$ cat src/rtl/debug_uart_tx.sv
// Byte-wide debug UART transmitter: a small circular FIFO feeding an 8N1 serializer.
// Frames are sent back-to-back while bytes are queued; tx idles high.
module debug_uart_tx #(
    parameter int CLKS_PER_BIT = 4,
    parameter int FIFO_DEPTH   = 4
) (
    input  logic       clk,
    input  logic       rst,
    input  logic       wr_en,
    input  logic [7:0] wr_data,
    output logic       tx,
    output logic       busy,
    output logic       full,
    output logic [1:0] dbg_state
);

    localparam int PTR_W  = $clog2(FIFO_DEPTH);
    localparam int CNT_W  = PTR_W + 1;
    localparam int BAUD_W = (CLKS_PER_BIT > 1) ? $clog2(CLKS_PER_BIT) : 1;

    localparam logic [CNT_W-1:0]  DEPTH_C   = CNT_W'(FIFO_DEPTH);
    localparam logic [BAUD_W-1:0] BAUD_LAST = BAUD_W'(CLKS_PER_BIT - 1);

    typedef enum logic [1:0] {
        IDLE  = 2'd0,
        START = 2'd1,
        DATA  = 2'd2,
        STOP  = 2'd3
    } state_t;

    // ------------------------------------------------------------------
    // Transmit FIFO
    // ------------------------------------------------------------------
    logic [7:0]       mem [FIFO_DEPTH];
    logic [PTR_W-1:0] wr_ptr;
    logic [PTR_W-1:0] rd_ptr;
    logic [CNT_W-1:0] count;
    logic             push;
    logic             pop;
    logic             fifo_empty;

    // wr_en acts as valid with an implicit ready of !full: a byte is accepted
    // on any edge where wr_en=1 and full=0, and silently dropped otherwise.
    assign full       = (count == DEPTH_C);
    assign fifo_empty = (count == '0);
    assign push       = wr_en && !full;

    always_ff @(posedge clk) begin
        if (push && !rst) begin
            mem[wr_ptr] <= wr_data;
        end
    end

    always_ff @(posedge clk) begin
        if (rst) begin
            wr_ptr <= '0;
            rd_ptr <= '0;
            count  <= '0;
        end else begin
            if (push) begin
                wr_ptr <= wr_ptr + PTR_W'(1);
            end
            if (pop) begin
                rd_ptr <= rd_ptr + PTR_W'(1);
            end
            case ({push, pop})
                2'b10:   count <= count + CNT_W'(1);
                2'b01:   count <= count - CNT_W'(1);
                default: count <= count;
            endcase
        end
    end

    // ------------------------------------------------------------------
    // Serializer FSM
    // ------------------------------------------------------------------
    state_t            state_q;
    state_t            state_d;
    logic [BAUD_W-1:0] baud_q;
    logic [BAUD_W-1:0] baud_d;
    logic [2:0]        bit_q;
    logic [2:0]        bit_d;
    logic [7:0]        shreg_q;
    logic [7:0]        shreg_d;
    logic              tx_q;
    logic              tx_d;
    logic              bit_done;

    assign bit_done = (baud_q == BAUD_LAST);

    always_ff @(posedge clk) begin
        if (rst) begin
            state_q <= IDLE;
            baud_q  <= '0;
            bit_q   <= '0;
            shreg_q <= '0;
            tx_q    <= 1'b1;
        end else begin
            state_q <= state_d;
            baud_q  <= baud_d;
            bit_q   <= bit_d;
            shreg_q <= shreg_d;
            tx_q    <= tx_d;
        end
    end

    // tx_d is the value the line takes for the whole of the next bit, so each
    // transition loads the shift register and the first line level together.
    always_comb begin
        state_d = state_q;
        baud_d  = baud_q;
        bit_d   = bit_q;
        shreg_d = shreg_q;
        tx_d    = tx_q;
        pop     = 1'b0;

        case (state_q)
            IDLE: begin
                tx_d = 1'b1;
                if (!fifo_empty) begin
                    pop     = 1'b1;
                    shreg_d = mem[rd_ptr];
                    tx_d    = 1'b0;
                    baud_d  = '0;
                    state_d = START;
                end
            end

            START: begin
                if (bit_done) begin
                    baud_d  = '0;
                    bit_d   = '0;
                    tx_d    = shreg_q[0];
                    state_d = DATA;
                end else begin
                    baud_d = baud_q + BAUD_W'(1);
                end
            end

            DATA: begin
                if (bit_done) begin
                    baud_d = '0;
                    if (bit_q == 3'd7) begin
                        tx_d    = 1'b1;
                        state_d = STOP;
                    end else begin
                        bit_d   = bit_q + 3'd1;
                        shreg_d = {1'b0, shreg_q[7:1]};
                        tx_d    = shreg_q[1];
                    end
                end else begin
                    baud_d = baud_q + BAUD_W'(1);
                end
            end

            STOP: begin
                if (bit_done) begin
                    baud_d = '0;
                    // Chain straight into the next start bit when more data waits.
                    if (!fifo_empty) begin
                        pop     = 1'b1;
                        shreg_d = mem[rd_ptr];
                        tx_d    = 1'b0;
                        state_d = START;
                    end else begin
                        tx_d    = 1'b1;
                        state_d = IDLE;
                    end
                end else begin
                    baud_d = baud_q + BAUD_W'(1);
                end
            end

            default: begin
                tx_d    = 1'b1;
                state_d = IDLE;
            end
        endcase
    end

    assign tx        = tx_q;
    assign busy      = (state_q != IDLE) || !fifo_empty;
    assign dbg_state = state_q;

endmodule

$ cat config.mk
export PLATFORM = sky130hd
export DESIGN_NAME = debug_uart_tx
export DESIGN_NICKNAME = d
export VERILOG_FILES = /design/src/rtl/debug_uart_tx.sv
export SDC_FILE = /design/constraint.sdc
export NUM_CORES = 1
export LEC_CHECK = 0
export ABC_AREA = 0
export CORE_MARGIN = 10
export CORE_UTILIZATION = 42
export DETAILED_ROUTE_END_ITERATION = 16
export DONT_BUFFER_PORTS = 1
export PLACE_DENSITY = 0.61
export SLEW_MARGIN = 40
export SYNTH_ARGS = -nofsm -noshare
export SYNTH_HDL_FRONTEND = slang
export SYNTH_SLANG_ARGS = --single-unit
$ cat constraint.sdc
create_clock -name clk -period 2.13 [get_ports clk]
set_input_delay 0.426 -clock clk [delete_from_list [all_inputs] [get_ports clk]]
set_output_delay 0.426 -clock clk [all_outputs]
set_load 0.05 [all_outputs]
# Yosys cells after proc, flatten, opt, wreduce, memory -nomap -nowiden
# Memories as Yosys holds them, arrays and structs flattened. A register that Yosys moved wholly into a read port is not among the register bits.
# Index checks and enable logic that the tools add are counted.
# Widths: inputs -> output; s select.
dict set report op_classes {
  n_addsub 6
  n_eq_ne 14
  muxes 33
  reduce_logical 17
}
# operator n
set op_table {}
lappend op_table {{$mux 8} 4}
lappend op_table {{$pmux 8 s3} 1}
lappend op_table {{$mux 2} 9}
lappend op_table {{$ne 2x2->1 const B} 6}
lappend op_table {{$pmux 3 s2} 2}
lappend op_table {{$mux 1} 10}
lappend op_table {{$mux 3} 3}
lappend op_table {{$eq 2x2->1 const B} 4}
lappend op_table {{$pmux 2 s4} 1}
lappend op_table {{$reduce_and 4->1} 2}
lappend op_table {{$add 2x1->2 const B} 3}
lappend op_table {{$add 3x1->3 const B} 2}
lappend op_table {{$eq 3x3->1 const B} 2}
lappend op_table {{$reduce_bool 2->1} 3}
lappend op_table {{$reduce_and 5->1} 1}
lappend op_table {{$eq 2x1->1 const B} 2}
lappend op_table {{$pmux 1 s4} 1}
lappend op_table {{$pmux 2 s2} 1}
lappend op_table {{$logic_not 1->1} 3}
lappend op_table {{$logic_not 3->1} 1}
lappend op_table {{$reduce_and 3->1} 1}
lappend op_table {{$reduce_bool 3->1} 1}
lappend op_table {{$reduce_or 3->1} 1}
lappend op_table {{$sub 3x1->3 const B} 1}
lappend op_table {{4 further kinds} 5}
dict set report word_totals {
  reg_bits 23
  ramBits 32
  mem_count 1
}
# name depth width rd rd_clocked_by_memory_dff write_ports line
set memory_table {}
lappend memory_table {mem 4 8 1 1 1 34} ;# logic [7:0] mem [FIFO_DEPTH];

# Longest topological paths before layout
dict set report logic_depth {
  ltp_word 6
  mapped_depth 10
  depth_no_buf 10
}

# Worst setup path after synthesis
# No wires, ideal clock.
dict set report synth_timing {
  path_kind {reg-to-reg}
  start {register count[2]}
  end {register count[2]}
  period_less_slack_ns 3.146
  stages_incl_launch_ff 9
  t_required_ns 2.059
  arrival_time_ns 3.075
  path_slack_ns -1.016
  cell_sequence {dfxtp_1 > nor3b_1 > nand2b_1 > ha_1 > inv_1 > fa_1 > xor2_1 > or3_1 > a21oi_1}
}
# item line
set synth_rtl {}
lappend synth_rtl {{from (decl)} 37} ;# logic [CNT_W-1:0] count;
lappend synth_rtl {{from (signal assigned)} 67} ;# 2'b10: count <= count + CNT_W'(1);
lappend synth_rtl {{from (signal assigned)} 68} ;# 2'b01: count <= count - CNT_W'(1);
lappend synth_rtl {{from (signal assigned)} 69} ;# default: count <= count;
lappend synth_rtl {{$eq 3x3->1 (*)} 44} ;# assign full = (count == DEPTH_C);
lappend synth_rtl {{via full} 13} ;# output logic full,
lappend synth_rtl {{$logic_not 1->1 (*)} 46} ;# assign push = wr_en && !full;
lappend synth_rtl {{$logic_and 1x1->1 (*)} 46}
lappend synth_rtl {{$eq 2x1->1 or $eq 2x2->1 (tied branches)} 66} ;# case ({push, pop})
lappend synth_rtl {{$pmux 3 s2 or $reduce_bool 2->1 (tied branches)} --}
# The timed path passes the listed nets; every way through them passes the cells marked *.
# A chain may end at the register's enable or synchronous reset.

# Worst setup path after layout
dict set report layout_timing {
  start {register state_q[1] (netlist: dbg_state[1])}
  end {register count[2]}
}
dict set report layout_via {
  elab_chain_cells 4
}
# item line
set layout_rtl {}
lappend layout_rtl {{from (decl)} 77} ;# state_t state_q;
lappend layout_rtl {{from (signal assigned)} 99} ;# state_q <= state_d;
lappend layout_rtl {{$eq 2x2->1 or $logic_not 2->1 (tied branches)} 117} ;# case (state_q)
lappend layout_rtl {{$pmux 1 s2 (*)} 117}
lappend layout_rtl {{via pop} 39} ;# logic pop;
lappend layout_rtl {{$eq 2x1->1 or $eq 2x2->1 (tied branches)} 66}
lappend layout_rtl {{$pmux 3 s2 or $reduce_bool 2->1 (tied branches)} --}
# Marks and branches as above.

==> reports/metrics.csv <==
metric;value;unit
outcome;complete, no violations;
start_util;0.428;
core_area;5890;um2
tritoncts;built;
drc_errors;0;
grt_pass1_vias;1581;
fin_area;3000;um2
clkTransAtPathRegs;0.07;ns
postPlaceCellArea;2750;um2
skew;0.00680;ns
synth_top_flop_cell;edfxtp_1;
yosysSeqAreaShare;0.581;
tightest_slew;0.511;ns
setup_viol;0;
final_cells;302;
nets;247;
critPathBufInv;1;
cap_violations;0;
dr.pass1.iters;4;
synthArstFlopShare;0;
p_leak;1.04;nW
avgSynthCellArea;12.4;um2
grt_max_degree;26;
cp_top_family;adder cells;
synth_top_area_cell;edfxtp_1;
fp.dieH;97.4;um
cts_root_buf;clkbuf_8;
ys_ff_latch;57;
start_kind;flip-flop;
num_rows;28;
hold_viol;0;
clock_sinks;57;
final_cell_mix;edfxtp_1 (32), nor2_1 (20), dfxtp_1 (20), mux2i_1 (16), buf_4 (15);
ir_drop;1.02;mV
clock.fmax;0.491;GHz
post_drt_wl_per_cell;15.1;um
path_class;flip-flop to flip-flop;
synthTopCellsByArea;edfxtp_1 (38%), dfxtp_1 (20%), ha_1 (6.5%);
relSlewSlack;0.659;
antenna_cells;0;
holdWs;0.155;ns
syn_area;2520;um2
yosys_warnings;0;
grt_pass1_wl;7710;um
cp_data_required_time;2.39;ns
via_per_inst;5.31;
path_cells;ha_2 -> a21oi_2 -> nor3_4 -> ha_4 -> inv_1 -> fa_2 -> xor2_1 -> or3_1 -> a21oi_1;
final_common_cell;edfxtp_1;
finalWorstSetupSlack;0.0940;ns
dp.cells;284;
grtUsageTotal;0.0994;
period_share;0.956;
synth_edf_count;32;
netlist_instances;203;
grt_overflow;0;
pin_count;16;
insertion_delay;0.33;ns
vias;1604;
syn2layout_area_growth;19.2;%
drive_above_1_share;0.251;
synth.net_count;228;
preCtsSetupSlack;0.0169;ns
hp-class;input port to flip-flop;
h-tree-depth;3;
cts_buffers;9;
endpoint_kind;flip-flop;
clockBufferDepth;2;
crit_arrival;2.30;ns
max_stage_delay;0.36;ns
ant_nets;0;
routed_wl;4560;um
ys_types;39;
final.min_clock_period;2.04;ns
io_buffers;0;
finalWeightedCongestion;0.720;
synth_top_area_frac;0.382;
cp_max_fo;3;
slowest_stage;dfxtp_4;
dp_hpwl;3030;um
dieArea;9490;um2
dr.first_iter.drc_count;137;
p_per_area;1570;nW/um2
slew_violations;0;
cts_hold_buf;0;
antenna_found_initial;0;
fill_cells;518;
fp.dieW;97.4;um
==> report_power, final <==
| group | internal [mW] | total (mW) | leakage (nW) | switching (mW) |
|---|---|---|---|---|
| registers | 1.37 | 1.52 | 0.498 | 0.156 |
| clock network | 0.670 | 1.13 | 0.114 | 0.462 |
| logic | 0.889 | 2.07 | 0.429 | 1.18 |
| total | 2.92 | 4.72 | 1.04 | 1.80 |
==> layer usage <==
metal | wire length (um) | vias up | global-route usage
met5 | 0 | - | 0
met4 | 39 | 0 | 0.0436
met3 | 259 | 4 | 0.0405
met2 | 2050 | 29 | 0.148
met1 | 2210 | 777 | 0.123
li1 | - | 794 | -
==> what timing repair did <==
action | CTS | global route
gates resized for setup | 0 | 4
endpoints found under the setup margin | 0 | 1
buffers inserted | 0 | 2
==> through the flow <==
| step | util | setup TNS, ns | power (mW) |
|---|---|---|---|
| 6_report | 0.510 | 0 | 4.72 |
| 5_1_grt | 0.510 | -0.0106 | 5.03 |
| 2_1_floorplan | - | -0.124 | 3.07 |
| 4_1_cts | 0.506 | 0 | 4.71 |
| 3_5_place_dp | 0.467 | 0 | 3.55 |
| 3_3_place_gp | 0.467 | 0 | 3.53 |
==> Yosys cell counts, types with 2 or more instances <==
| cell | n |
|---|---|
| o22ai_1 | 7 |
| clkbuf_1 | 5 |
| or3_1 | 2 |
| mux2i_1 | 16 |
| xnor2_1 | 3 |
| ha_1 | 13 |
| buf_2 | 2 |
| o21ai_0 | 5 |
| nand4_1 | 2 |
| nor2_1 | 20 |
| nor3b_1 | 2 |
| nand2b_1 | 4 |
| a21oi_1 | 11 |
| edfxtp_1 | 32 |
| dfxtp_1 | 25 |
| inv_1 | 11 |
| xor2_1 | 2 |
| and2_1 | 4 |
| a211oi_1 | 8 |
| nor3_1 | 9 |
| nor2b_1 | 2 |
==> sequential cells by signal, indices dropped and copies added (netlist names), named ones only <==
name	count
bit_q	3
dbg_state	2
wr_ptr	2
shreg_q	8
tx	1
mem	32
rd_ptr	2
count	3
baud_q	2
==> kinds of logic (layout without fill, tap and decap cells) <==
family                     Yosys count  after routing  share of synthesized area
DFF                                 57             57                      0.581
and+or+nand+nor                     54             54                      0.119
AOI/OAI and AO/OA                   38             38                      0.110
buffers and inverters               18             42                     0.0278
muxes                               17             17                     0.0726
adders and majority gates           14             14                     0.0726
xor gates and xnor gates             5              5                     0.0174
==> final timing paths <==
| kind | startpoint | end | slack, ns | depth (start not counted) |
|---|---|---|---|---|
| max | dbg_state[1] | count[2] | 0.09 | 9 |
| min | rst | dbg_state[0] | 0.15 | 1 |
| max reg2reg | dbg_state[1] | count[2] | 0.09 | 9 |
| min reg2reg | shreg_q[7] | shreg_q[7] | 0.46 | 2 |
==> layout make-up <==
type	count	area [um2]	area share
Clock buffer	9	124	0.0413
Sequential cell	57	1470	0.491
Tap cell	75	93.8	0.0313
Inverter	11	41.3	0.0138
Clock inverter	7	104	0.0346
Timing Repair Buffer	15	113	0.0375
Multi-Input combinational cell	128	1050	0.351
Note: power is estimated with default switching activity, not from simulation.
